$ cat src/rtl/decoder_pkg.sv
// decoder_scan shared types: FSM state encoding and mode constants.
// Imported by the decoder_scan top and its one-hot sub-module.
package decoder_pkg;

  typedef enum logic [1:0] {
    IDLE   = 2'd0,
    DIRECT = 2'd1,
    SCAN   = 2'd2
  } state_e;

  localparam logic MODE_DIRECT = 1'b0;
  localparam logic MODE_SCAN   = 1'b1;

endpackage

$ cat src/rtl/onehot_dec.sv
// Combinational index to one-hot decoder, 2**SEL_W outputs.
// Ports: sel_i index in, onehot_o one-hot vector out.
module onehot_dec #(
  parameter int SEL_W = 2
) (
  input  logic [SEL_W-1:0]      sel_i,
  output logic [(1<<SEL_W)-1:0] onehot_o
);

  always_comb begin
    onehot_o        = '0;
    onehot_o[sel_i] = 1'b1;
  end

endmodule

$ cat src/rtl/decoder_scan.sv
// Registered one-hot decoder with DIRECT decode and timed auto-scan.
// Ports: clk, rst_n, en, mode, num, dwell in; decoder_out, cur_sel, wrap out.
module decoder_scan
  import decoder_pkg::*;
#(
  parameter  int SEL_W   = 2,
  parameter  int DWELL_W = 16,
  localparam int NUM_OUT = 1 << SEL_W
) (
  input  logic               clk,
  input  logic               rst_n,
  input  logic               en,
  input  logic               mode,
  input  logic [SEL_W-1:0]   num,
  input  logic [DWELL_W-1:0] dwell,
  output logic [NUM_OUT-1:0] decoder_out,
  output logic [SEL_W-1:0]   cur_sel,
  output logic               wrap
);

  state_e               state_q, state_d;
  logic [DWELL_W-1:0]   cnt_q, cnt_d;
  logic [SEL_W-1:0]     sel_q, sel_d;
  logic [NUM_OUT-1:0]   dec_q, dec_d;
  logic                 wrap_q, wrap_d;
  logic [NUM_OUT-1:0]   oh;

  onehot_dec #(
    .SEL_W (SEL_W)
  ) u_dec (
    .sel_i    (sel_d),
    .onehot_o (oh)
  );

  always_ff @(posedge clk or negedge rst_n) begin
    if (!rst_n) begin
      state_q <= IDLE;
      cnt_q   <= '0;
      sel_q   <= '0;
      dec_q   <= '0;
      wrap_q  <= 1'b0;
    end else begin
      state_q <= state_d;
      cnt_q   <= cnt_d;
      sel_q   <= sel_d;
      dec_q   <= dec_d;
      wrap_q  <= wrap_d;
    end
  end

  // Same transition rule from every state: en gates, mode picks.
  always_comb begin
    state_d = IDLE;
    if (en) begin
      state_d = (mode == MODE_SCAN) ? SCAN : DIRECT;
    end
  end

  always_comb begin
    cnt_d  = '0;
    sel_d  = sel_q;
    wrap_d = 1'b0;
    unique case (state_d)
      IDLE: begin
        sel_d = sel_q;
      end
      DIRECT: begin
        sel_d = num;
      end
      SCAN: begin
        if (state_q != SCAN) begin
          sel_d = '0;
        end else if (cnt_q >= dwell) begin
          // >= so a lowered dwell steps at once
          sel_d  = sel_q + 1'b1;
          wrap_d = &sel_q;
        end else begin
          cnt_d = cnt_q + 1'b1;
        end
      end
      default: begin
        sel_d = sel_q;
      end
    endcase
    dec_d = (state_d == IDLE) ? '0 : oh;
  end

  assign decoder_out = dec_q;
  assign cur_sel     = sel_q;
  assign wrap        = wrap_q;

endmodule

$ cat config.mk
export PLATFORM = sky130hd
export DESIGN_NAME = decoder_scan
export DESIGN_NICKNAME = d
export VERILOG_FILES = /design/src/rtl/decoder_pkg.sv /design/src/rtl/onehot_dec.sv /design/src/rtl/decoder_scan.sv
export SDC_FILE = /design/constraint.sdc
export NUM_CORES = 1
export LEC_CHECK = 0
export ABC_AREA = 0
export CORE_UTILIZATION = 56
export DETAILED_ROUTE_END_ITERATION = 10
export GPL_TIMING_DRIVEN = 0
export PLACE_DENSITY = 0.87
export SETUP_SLACK_MARGIN = 0.05
export SLEW_MARGIN = 40
export SYNTH_ARGS = -nofsm -noshare
export SYNTH_HDL_FRONTEND = slang
export SYNTH_SLANG_ARGS = --single-unit
export TNS_END_PERCENT = 100
$ cat constraint.sdc
create_clock -name clk -period 7.6 [get_ports clk]
set_clock_uncertainty 0.15 [all_clocks]
set_input_delay 1.14 -clock clk [delete_from_list [all_inputs] [get_ports clk]]
set_output_delay 1.14 -clock clk [all_outputs]
set_load 0.02 [all_outputs]
Word-level counts from Yosys, hierarchy flattened:

Cells that the tools add are included.

* input port bits: 22
* logic and storage cells: 30
* register bits: 25
* output and inout bits: 7

* reductions and logical operators: 3
* eq/ne operators: 3
* muxes and demuxes: 14
* order comparisons: 3
* add/subtract/negate cells: 2

Operators with widths (number)
* $mux 16: 3
* $add 16x1->16 const B: 1
* $ge 16x16->1: 1
* $mux 2: 4
* $mux 1: 4
* $mux 4: 1
* $pmux 2 s2: 1
* $lt 2x3->1 const B: 1
* $add 2x1->2 const B: 1
* $demux 1 s2: 1
* $eq 2x1->1 const B: 1
* $eq 2x2->1 const B: 1
* $ge 2x1->1 const B: 1
* $logic_not 2->1: 1
* $ne 2x2->1 const B: 1
* $reduce_and 2->1: 1
* $logic_and 1x1->1: 1

Depth between registers and ports, before layout:

* word-level depth: 9
* gate-level depth with buffers: 10

By module:

From an unflattened synthesis, not the netlist that was laid out.

* cell total of the unflattened synthesis: 160
* area, all modules: 1569.0 sq um

By module, submodules not included
* decoder_scan: times used 1, area each 1542.7 sq um, cells each 156
* onehot_dec: times used 1, area each 26.3 sq um, cells each 4

Worst setup path before layout:

No wires, ideal clock.

* kind: input -> register
* start point: input port dwell[0]
* end point: register dec_q[3], in the netlist decoder_out[3]
* data required time: 7356 ps
* library setup time: 94 ps
* stages on the path: 8
* setup slack: 4321 ps
* data arrival time: 3035 ps
* cells stage by stage: ha_1 -> nand2b_1 -> a2111o_1 -> a311oi_2 -> and2_1 -> buf_6 -> mux2_4 -> a211oi_1

* cells in the longest elaborated chain, start to end: 9

Ends and longest elaborated chain
* start: declaration: RTL line decoder_scan.sv:15 `input logic [DWELL_W-1:0] dwell,`
* $ge 16x16->1 *: RTL line decoder_scan.sv:73 `end else if (cnt_q >= dwell) begin`
* $mux 2 *: RTL line decoder_scan.sv:73
* $mux 2 *: RTL line decoder_scan.sv:71 `if (state_q != SCAN) begin`
* $pmux 2 s2 *: RTL line decoder_scan.sv:63 `unique case (state_d)`
* $lt 2x3->1 (implied by the code) / $ge 2x1->1 (equally long branches): RTL line onehot_dec.sv:12 `onehot_o[sel_i] = 1'b1;`
* $logic_and 1x1->1 (implied by the code): RTL line onehot_dec.sv:12
* $mux 1 (implied by the code): RTL line onehot_dec.sv:12
* $demux 1 s2 *
* $mux 4 *: RTL line decoder_scan.sv:85 `dec_d = (state_d == IDLE) ? '0 : oh;`
* named net dec_d[3]: RTL line decoder_scan.sv:24 `logic [NUM_OUT-1:0] dec_q, dec_d;`
* end signal: assignment: RTL line decoder_scan.sv:40 `dec_q <= '0;`
* end signal: assignment: RTL line decoder_scan.sv:46 `dec_q <= dec_d;`
* end: declaration: RTL line decoder_scan.sv:24

The timed path passes the listed nets; every way through them passes the cells marked *.

Worst setup path after layout:

* start point: input port dwell[6]
* end point: register dec_q[3], in the netlist decoder_out[3]

The elaborated chain is that of the path after synthesis.

==> parameters.txt <==
Parameter                              Value

Floorplanning
  Die Outline Area    0.003061 mm²
  Die Wd    55.33 µm
  Number of cell rows    18
  Count of pins on the block boundary    29
  Initial Util    0.6150
  Die height    55.33 µm
  Area of the core region    0.002590 mm²

Run
  Count of maximum capacitance violations    0

Synthesis
  Fraction of synthesis flops using an asynchronous set or reset pin    1.000
  Flip-flop cell with the highest count after synthesis    dfrtp_1
  Count of different cell masters after synthesis    35
  Most frequent cell after synthesis    dfrtp_1
  List of most frequent post-synthesis cells    dfrtp_1, nor2_1, inv_1
  Cell type with the largest total area after synthesis    dfrtp_1
  Top cell type's share of synthesized area    0.3928
  Number of warnings printed during yosys synthesis    0
  Gate Count Post-Synth    169
  Average footprint of a synthesized cell    9.425 µm²
  Post-synth EDFFs    0
  Net count after synthesis    209
  Netlist Area Pre-Place    0.001593 mm²
  Top cells by area, synth    dfrtp_1, ha_1, nor2_1
  Fraction of the yosys area taken by sequential cells    0.3928
  Register bit count reported by yosys    25

Critical path
  Critical path's top delay family    compound AO/OA/AOI/OAI gates
  Reg-to-reg critical path endpoint    decoder_out[3]$_DFF_PN0_
  Slowest stage cell on the critical path    clkdlybuf4s50_1
  Flop2flop setup slack    4.72 ns
  CP bufs+invs    3
  Critical path fanouts, max    6
  Type of the worst setup path    in2reg
  Number of cells traversed by the worst register-to-register path    9
  Reg-to-reg startpoint    cnt_q[0]$_DFF_PN0_
  Critical path startpoint category    primary input
  Series of cell instances along the critical path    clkdlybuf4s50_1 > inv_1 > ha_1 > and3_1 > a221o_1 > a22oi_1 > and2_1 > buf_6 > mux2_4 > a211oi_1
  Data arrival time of the worst path    3.72 ns
  Type of element capturing the critical path    register
  Delay of the slowest cell on the worst path    0.46 ns
  Startpoint of the worst setup timing path    dwell[6]
  Required time of the critical path    7.69 ns

Timing
  Endpoints failing hold    0
  Max frequency    275.3 MHz
  Final setup viols    0
  Transition at the pin with the smallest max-transition slack    0.5341 ns
  Minimum clock period    3.633 ns
  Post-route worst setup slack    3.967 ns
  Final Max Tran Viols    0
  Ratio of final minimum period to clock period    0.4780
  Worst slew margin relative to its limit    0.6439
  Final-layout setup total negative slack    0 ns
  RSZ-0062 raised after global routing    false

Routing
  Wirelength per Cell    14.27 µm
  Iteration-0 DRC Markers    27
  Post-detailed-route via-to-cell ratio    5.709
  Post-detailed-routing wire length    3281 µm
  Vias after detailed routing    1313
  Remaining number of nets flagged by the antenna check after routing    0
  Detailed-route DRC error count    0
  Length of the first detailed-routing pass in iterations    4

Global route
  Grt met2 use    0.4045
  Grt met1 use    0.2833
  Antenna violations before repair    0
  Via count of the first global-routing pass    1300
  Global routing usage on met3    0.03513
  First-pass GRT wire length    5602 µm
  Total routing usage reported by global routing    0.2258
  Largest net degree at the start of global routing    26
  Total grt overflow    0
  Busiest grt layer    met2

Pwr
  Total power    0.2355 mW
  Share of power burned in combinational logic    0.159
  Int Power    0.1752 mW
  Cell Pwr Density    122.5 mW/mm²
  Portion of total power attributed to sequential cells    0.587
  Reported net switching power    0.06026 mW
  Cell leakage power    0.9620 nW
  Switching fraction of total power    0.2559
  Maximum resistive drop on vdd    0.1938 mV
  Power share of the clock group    0.254

CTS
  CTS tree    built
  CTS buffer count    3
  Cell at the root of the clock tree    clkbuf_4
  CTS Buffer Depth    2
  Resized cells post-CTS    0
  Hold bufs inserted after CTS    0
  Clock latency on the worst-skew pair    0.32 ns
  Clock-pin slew reported for the worst setup and hold paths after clock tree synthesis    0.14 ns
  Setup bufs post-CTS    0
  Level count of the clock H-tree    1
  Clock Sink Count    25

Place
  Post-detailed-placement cell area    0.001896 mm²
  Post-detail-place hpwl    2602 µm
  IO buf count    27
  Pre-CTS setup slack    3.703 ns
  Routability-driven placement congestion ratio    0.8096

Hold path
  Number of instances on the worst hold path    1
  Path class of the lowest-slack min-delay path    reg2reg
  Worst Hold Endpoint    cnt_q[0]$_DFF_PN0_
  Critical hold path startpoint    cnt_q[0]$_DFF_PN0_

Layout
  Ratio of cells with drive above 1 in the final layout    0.05000
  Area Growth Syn to Fin    20.74%
  Post-route cell area    0.001923 mm²
  Final standard cell utilization of the core    0.7425
  FILL cells    184
  Total inserted antenna cells    0
  Final-stage net count    241

Outcome
  Status    complete, no violations
[cells in the final DEF, fill, tap and decap left out, types with 3 or more instances in the layout]
cell and count:
a211oi_1 4, a21o_1 3, and2_1 3, and3_1 7, clkbuf_4 3, clkdlybuf4s50_1 26, dfrtp_1 25, ha_1 18
inv_1 19, nand2_1 10, nand3_1 6, nand4_1 4, nor2_1 23, o21ai_0 3, o21bai_1 3, xnor2_1 5
xor2_1 9
[per-layer routing]
| metal | wire length (µm) | up-vias |
|---|---|---|
| met5 | 0 | - |
| met4 | 47 | 0 |
| met2 | 1624 | 34 |
| li1 | - | 644 |
| met1 | 1486 | 629 |
| met3 | 123 | 6 |
[logic make-up (layout without fill, tap and decap cells)]
kind of cell	after synthesis	in the layout	synth area share
xor gates and xnor gates	14	14	0.07699
buffers and inverters	22	53	0.05734
and+or+nand+nor	65	65	0.2035
AOI/OAI and AO/OA	23	23	0.1123
adders and majority gates	18	18	0.1414
muxes	2	2	0.01571
DFF	25	25	0.3928
[worst max path at each step]
stage	to	depth (start not counted)
4_1_cts	decoder_out[3]$_DFF_PN0_	10
2_1_floorplan	decoder_out[3]$_DFF_PN0_	8
6_report	decoder_out[3]$_DFF_PN0_	10
3_3_place_gp	decoder_out[3]$_DFF_PN0_	10
3_5_place_dp	decoder_out[3]$_DFF_PN0_	10
5_1_grt	decoder_out[3]$_DFF_PN0_	10
[registers in the layout, summed over array words and instances (netlist names)]
name	cells
cnt_q	16
decoder_out	4
cur_sel	2
state_q	2
wrap	1
[power by group through the flow]
stage	combinational (mW)	clock (mW)	sequential, mW
after floorplan	0.0142	0	0.143
after CTS	0.0377	0.0605	0.138
final	0.0376	0.0597	0.138
after global placement	0.0360	0	0.140
after global routing	0.0418	0.0660	0.138
after detailed placement	0.0376	0	0.141
[layout make-up]
| class | instances | area (µm²) | area share |
|---|---|---|---|
| Inverter | 19 | 71.32 | 0.03709 |
| Clock buffer | 3 | 22.52 | 0.01171 |
| Sequential cell | 25 | 625.6 | 0.3253 |
| Timing Repair Buffer | 27 | 265.3 | 0.1379 |
| Tap cell | 30 | 37.54 | 0.01952 |
| Multi-Input combinational cell | 122 | 875.8 | 0.4554 |
| Buffer | 3 | 20.02 | 0.01041 |
| Clock inverter | 1 | 5.005 | 0.002602 |
[metrics by stage]
step                std cells  hold slack [ns]
floorplan                 169           0.3336
global placement          226           0.3734
detailed placement        226           0.3794
CTS                       230           0.3956
global route              230           0.4363
finish                    230           0.3929
No activity file was read; power rests on OpenSTA's default activity.
